### config.mk
export PLATFORM = sky130hd
export DESIGN_NAME = dff_pipeline_flat
export DESIGN_NICKNAME = d
export VERILOG_FILES = /design/src/rtl/dff_pipeline_if.sv /design/src/rtl/dff_pipeline.sv /design/src/flat_wrapper.sv
export SDC_FILE = /design/constraint.sdc
export NUM_CORES = 1
export LEC_CHECK = 0
export BUFFER_PORTS_ARGS = -buffer_cell sky130_fd_sc_hd__buf_2
export CORE_MARGIN = 8
export CORE_UTILIZATION = 55
export DETAILED_ROUTE_END_ITERATION = 6
export PLACE_DENSITY = 0.78
export REMOVE_ABC_BUFFERS = 1
export SYNTH_ARGS = -nofsm -noshare
export SYNTH_HDL_FRONTEND = slang
export SYNTH_SLANG_ARGS = --single-unit
### constraint.sdc
create_clock -name clk -period 2.8 [get_ports clk]
set_input_delay 0.42 -clock clk [delete_from_list [all_inputs] [get_ports clk]]
set_output_delay 0.42 -clock clk [all_outputs]
set_load 0.02 [all_outputs]
### src/rtl/dff_pipeline_if.sv
// Handshake bundle for dff_pipeline: input side, output side, flush and occupancy.
// The master modport drives data in and consumes it; the slave modport is the pipeline itself.
interface dff_pipeline_if #(
  parameter int WIDTH = 8,
  parameter int DEPTH = 4
);
  localparam int OCC_W = $clog2(DEPTH + 1);

  logic             flush;
  logic             in_valid;
  logic             in_ready;
  logic [WIDTH-1:0] in_data;
  logic             out_valid;
  logic             out_ready;
  logic [WIDTH-1:0] out_data;
  logic [OCC_W-1:0] occupancy;

  modport master (
    output flush, in_valid, in_data, out_ready,
    input  in_ready, out_valid, out_data, occupancy
  );

  modport slave (
    input  flush, in_valid, in_data, out_ready,
    output in_ready, out_valid, out_data, occupancy
  );
endinterface

### src/rtl/dff_pipeline.sv
// DEPTH-stage WIDTH-bit register pipeline with per-stage valids, valid/ready on both ends,
// synchronous flush and a registered occupancy count. ELASTIC selects bubble collapsing.
module dff_pipeline #(
  parameter int               WIDTH     = 8,
  parameter int               DEPTH     = 4,
  parameter logic [WIDTH-1:0] RESET_VAL = '0,
  parameter bit               ELASTIC   = 1'b1
) (
  input logic           clk,
  input logic           rst,
  dff_pipeline_if.slave bus_io
);
  localparam int OCC_W = $clog2(DEPTH + 1);

  logic [DEPTH-1:0] valid_q;
  logic [DEPTH-1:0] valid_d;
  logic [WIDTH-1:0] data_q [DEPTH];
  logic [WIDTH-1:0] data_d [DEPTH];
  logic [OCC_W-1:0] occ_q;
  logic [OCC_W-1:0] occ_d;

  logic [DEPTH-1:0] rdy;
  logic             in_ready_int;
  logic             in_fire;
  logic             out_fire;

  // rdy[k] means stage k may load from its upstream neighbour this cycle.
  always_comb begin
    rdy = '0;
    if (ELASTIC) begin
      rdy[DEPTH-1] = ~valid_q[DEPTH-1] | bus_io.out_ready;
      for (int k = DEPTH - 2; k >= 0; k--) begin
        rdy[k] = ~valid_q[k] | rdy[k+1];
      end
    end else begin
      rdy = {DEPTH{bus_io.out_ready | ~valid_q[DEPTH-1]}};
    end
  end

  assign in_ready_int = rdy[0] & ~bus_io.flush & ~rst;
  assign in_fire      = bus_io.in_valid & in_ready_int;
  assign out_fire     = valid_q[DEPTH-1] & bus_io.out_ready;

  for (genvar gi = 0; gi < DEPTH; gi++) begin : g_stage
    logic             src_valid;
    logic [WIDTH-1:0] src_data;

    if (gi == 0) begin : g_head
      assign src_valid = in_fire;
      assign src_data  = bus_io.in_data;
    end else begin : g_body
      assign src_valid = valid_q[gi-1];
      assign src_data  = data_q[gi-1];
    end

    // Data only moves with a valid item, so a stalled or flushed stage keeps its contents.
    assign valid_d[gi] = bus_io.flush ? 1'b0 : (rdy[gi] ? src_valid : valid_q[gi]);
    assign data_d[gi]  = (rdy[gi] & src_valid & ~bus_io.flush) ? src_data : data_q[gi];
  end

  always_comb begin
    occ_d = occ_q;
    if (bus_io.flush) begin
      occ_d = '0;
    end else if (in_fire && !out_fire) begin
      occ_d = occ_q + OCC_W'(1);
    end else if (!in_fire && out_fire) begin
      occ_d = occ_q - OCC_W'(1);
    end
  end

  always_ff @(posedge clk or posedge rst) begin
    if (rst) begin
      valid_q <= '0;
      occ_q   <= '0;
      for (int k = 0; k < DEPTH; k++) begin
        data_q[k] <= RESET_VAL;
      end
    end else begin
      valid_q <= valid_d;
      occ_q   <= occ_d;
      data_q  <= data_d;
    end
  end

  assign bus_io.in_ready  = in_ready_int;
  assign bus_io.out_valid = valid_q[DEPTH-1];
  assign bus_io.out_data  = data_q[DEPTH-1];
  assign bus_io.occupancy = occ_q;
endmodule

### src/flat_wrapper.sv
// flat-port wrapper written by rule: the top's interface ports become plain ports
module dff_pipeline_flat 
#(
  parameter int               WIDTH     = 8,
  parameter int               DEPTH     = 4,
  parameter logic [WIDTH-1:0] RESET_VAL = '0,
  parameter bit               ELASTIC   = 1'b1
)
  (clk, rst, bus_io_flush, bus_io_in_valid, bus_io_in_data, bus_io_out_ready, bus_io_in_ready, bus_io_out_valid, bus_io_out_data, bus_io_occupancy);
  dff_pipeline_if #(.WIDTH(WIDTH), .DEPTH(DEPTH)) bus_io_i ();
  input logic clk;
  input logic rst;
  input wire logic [$bits(bus_io_i.flush)-1:0] bus_io_flush;
  input wire logic [$bits(bus_io_i.in_valid)-1:0] bus_io_in_valid;
  input wire logic [$bits(bus_io_i.in_data)-1:0] bus_io_in_data;
  input wire logic [$bits(bus_io_i.out_ready)-1:0] bus_io_out_ready;
  output wire logic [$bits(bus_io_i.in_ready)-1:0] bus_io_in_ready;
  output wire logic [$bits(bus_io_i.out_valid)-1:0] bus_io_out_valid;
  output wire logic [$bits(bus_io_i.out_data)-1:0] bus_io_out_data;
  output wire logic [$bits(bus_io_i.occupancy)-1:0] bus_io_occupancy;
  assign bus_io_i.flush = bus_io_flush;
  assign bus_io_i.in_valid = bus_io_in_valid;
  assign bus_io_i.in_data = bus_io_in_data;
  assign bus_io_i.out_ready = bus_io_out_ready;
  assign bus_io_in_ready = bus_io_i.in_ready;
  assign bus_io_out_valid = bus_io_i.out_valid;
  assign bus_io_out_data = bus_io_i.out_data;
  assign bus_io_occupancy = bus_io_i.occupancy;
  dff_pipeline #(.WIDTH(WIDTH), .DEPTH(DEPTH), .RESET_VAL(RESET_VAL), .ELASTIC(ELASTIC)) u_core (.clk(clk), .rst(rst), .bus_io(bus_io_i));
endmodule
==> summary.md <==
| Metric | Value |
|---|---|
| Status | complete, no violations |
| Distinct cell type count after synthesis | 26 |
| Layout cell share with drive strength beyond 1 | 51.8% |
| Initial antenna violation count | 0 |
| Cell Pwr Density | 728 nW/µm² |
| Wire per inst | 15.8 µm |
| Critical Path RT | 3.03 ns |
| Chip height | 70.6 µm |
| Worst R2R End | u_core.bus_io.occupancy[2] |
| Final WS setup | 0.628 ns |
| Crit path max-delay family | compound AO/OA/AOI/OAI gates |
| Int Power | 1.03 mW |
| GRT busiest layer | met2 |
| Final Hold Fails | 0 |
| CTS Buf Count | 5 |
| Post-synthesis register bit count | 39 |
| Final setup fails | 0 |
| Worst setup path endpoint | u_core.bus_io.occupancy[2] |
| Clock Skew | 0.0105 ns |
| Critical Path End Type | register |
| Worst-Skew Late Latency | 0.34 ns |
| Power share of the combinational group | 16.6% |
| Drt pass-1 iters | 4 |
| Post-Place Setup Slack | 0.425 ns |
| FMAX | 460 MHz |
| Total chip power | 1.36 mW |
| Critical path buffers and inverters | 0 |
| Sequential share of the synthesized area | 59.5% |
| Crit. Startpoint | u_core.valid_q[3] |
| NetSw | 0.327 mW |
| Stages on worst setup path | 6 |
| CP arrival | 2.41 ns |
| Final setup TNS | 0 ns |
| Final-layout fill cell count | 241 |
| Met1 GRT Util | 13.6% |
| Routed WL | 2710 µm |
| IO Count | 26 |
| Layout area overhead | 14.0% |
| Worst setup path class | reg2reg |
| Largest net degree at the start of global routing | 33 |
| GPL Wtd Cong | 0.751 |
| HPWL after detailed placement | 1930 µm |
| Worst path cell trace | and4b_1 > a221oi_2 > fa_1 > a21oi_1 > a22oi_1 > mux2_2 |
| R2R Path Start | u_core.valid_q[3] |
| Max Cap Violations | 0 |
| Num rows | 20 |
| Post-CTS Repair Setup Buffers | 0 |
| CTS Hold Bufs | 0 |
| Slowest cell on the critical path | dfrtp_1 |
| Clock share of power | 28.5% |
| Worst slew pin tran | 0.521 ns |
| Clock root cell | clkbuf_4 |
| Met3 GRT Util | 5.79% |
| Clock transition at the registers of the reported paths | 0.11 ns |
| DRC viols | 0 |
| Worst vdd ir | 0.408 mV |
| Switching part of the total | 24.0% |
| Global-route met2 utilization | 19.3% |
| Reg2reg setup slack | 0.63 ns |
| Max incr delay on CP | 0.46 ns |
| Core ar. | 2950 µm² |
| CTS tree | built |
| Util after Layout | 63.3% |
| Total grt overflow | 0 |
| H-tree levels | 2 |
| Routed vias/inst | 5.47 |
| Global-route usage over all layers | 12.0% |
| Tmin final | 2.17 ns |
| Worst r2r path cells | 6 |
| Clk buf depth | 2 |
| Diode count | 0 |
| Period utilization | 77.6% |
| Antenna-violating nets left | 0 |
| Max-slew headroom | 65.3% |
| Yosys warning count | 0 |
| DRT iter0 DRCs | 42 |
| CTS sink count | 39 |
| Die width | 70.6 µm |
| DIE AREA | 4980 µm² |
| Sequential share of power | 54.9% |
| Vias in the first global route | 1017 |
| CP Launch Type | register |
| DR vias | 941 |
| Post-Synthesis Cells | 109 |
| Initial core utilization | 55.5% |
| CP max FO | 6 |
| Final slew viol count | 0 |
| RSZ-0062 raised after global routing | false |
| Average size of a mapped cell | 15.0 µm² |
| Pleak | 0.950 nW |
| First-pass GRT wire length | 4690 µm |
| # resized after CTS | 0 |
| Nets | 152 |
| Hold WC Path Type | in2async |
| IO buf count | 25 |
| Synthesized area | 1640 µm² |
-- metal layers --
metal  vias up  wire length (µm)  share of wire (%)
li1        441                 -                  -
met1       475              1210                 45
met2        21              1300                 48
met3         4               162                6.0
met4         0                35                1.3
met5         -                 0                  0
-- kinds of logic (layout without fill, tap and decap cells) --
kind of cell / count (synthesis) / count (layout) / synth area share [%]
AND/OR/NAND/NOR: 19 / 19 / 7.02
adder cells (fa/ha/maj): 1 / 1 / 1.22
flip-flops: 39 / 39 / 59.5
buffers and inverters: 7 / 37 / 2.59
AO/OA/AOI/OAI: 10 / 10 / 5.11
multiplexers: 33 / 33 / 24.5
-- cell usage in the layout, fill, tap and decap left out, drive strengths merged --
master,count
inv,3
fa,1
and4b,1
o21a,1
a221oi,1
bufinv,1
and2b,1
dfrtp,39
nand2,2
nor2,6
o21bai,2
mux2,33
a211oi,1
and3,1
nor3,2
or3b,3
clkinv,1
buf,26
nand3b,1
nor2b,1
or3,1
a21oi,4
clkbuf,6
a22oi,1
-- worst reg2reg max path: cells and delay by family (launching register included) --
kind / cells / cell delay (ns)
flops: 1 / 0.46
compound gates: 3 / 0.67
mux: 1 / 0.35
simple gates: 1 / 0.30
fa+ha+maj: 1 / 0.28
-- power groups by stage --
stage | Sequential [mW] | Combinational [mW] | Clock [mW]
2_1_floorplan | 0.760 | 0.155 | 0
3_3_place_gp | 0.753 | 0.218 | 0
3_5_place_dp | 0.762 | 0.229 | 0
4_1_cts | 0.749 | 0.230 | 0.397
5_1_grt | 0.764 | 0.247 | 0.419
6_report | 0.747 | 0.225 | 0.388
-- layout make-up --
type,instances,area [µm²],area share (%)
clock buffers,6,51.3,2.75
clock inverters,2,35.0,1.88
inverters,3,11.3,0.603
multi-input cells,63,621,33.2
flip-flops and latches,39,976,52.2
well taps,33,41.3,2.21
repair buffers,26,133,7.10
-- Yosys cell counts (all sizes together) --
cell type   n  area [µm²]
nor2b       1        6.26
fa          1        20.0
or3         1        6.26
a221oi      1        15.0
a22oi       1        7.51
or3b        3        28.8
nand2       2        7.51
buf         3        27.5
nand3b      1        7.51
and2b       1        8.76
nor3        2        10.0
and4b       1        10.0
and3        1        7.51
a21oi       4        31.3
dfrtp      39         976
o21a        1        7.51
inv         3        11.3
nor2        6        22.5
clkbuf      1        3.75
mux2       33         402
a211oi      1        7.51
o21bai      2        15.0
-- state kept, by name (all words and copies together), names as in the netlist --
name / flops
u_core.bus_io.occupancy: 3
u_core.valid_q: 4
u_core.bus_io.out_data: 8
u_core.g_stage.src_data: 24
-- worst min path at each step --
stage	from	end	cells past startpoint
floorplan	u_core.g_stage[3].src_data[0]	u_core.bus_io.out_data[0]	1
global placement	rst	u_core.valid_q[0]	2
detailed placement	rst	u_core.valid_q[0]	2
CTS	rst	u_core.valid_q[0]	2
global route	rst	u_core.valid_q[0]	2
finish	rst	u_core.valid_q[0]	2
-- per-stage QoR --
step	hold slack [ns]	instances	instance area, µm²
after global placement	0.387	164	1780
after floorplan	0.475	105	1610
after detailed placement	0.396	164	1780
after CTS	0.0159	172	1870
final	0.0187	172	1870
after global routing	0.0198	172	1870
No activity file was read; power rests on OpenSTA's default activity.
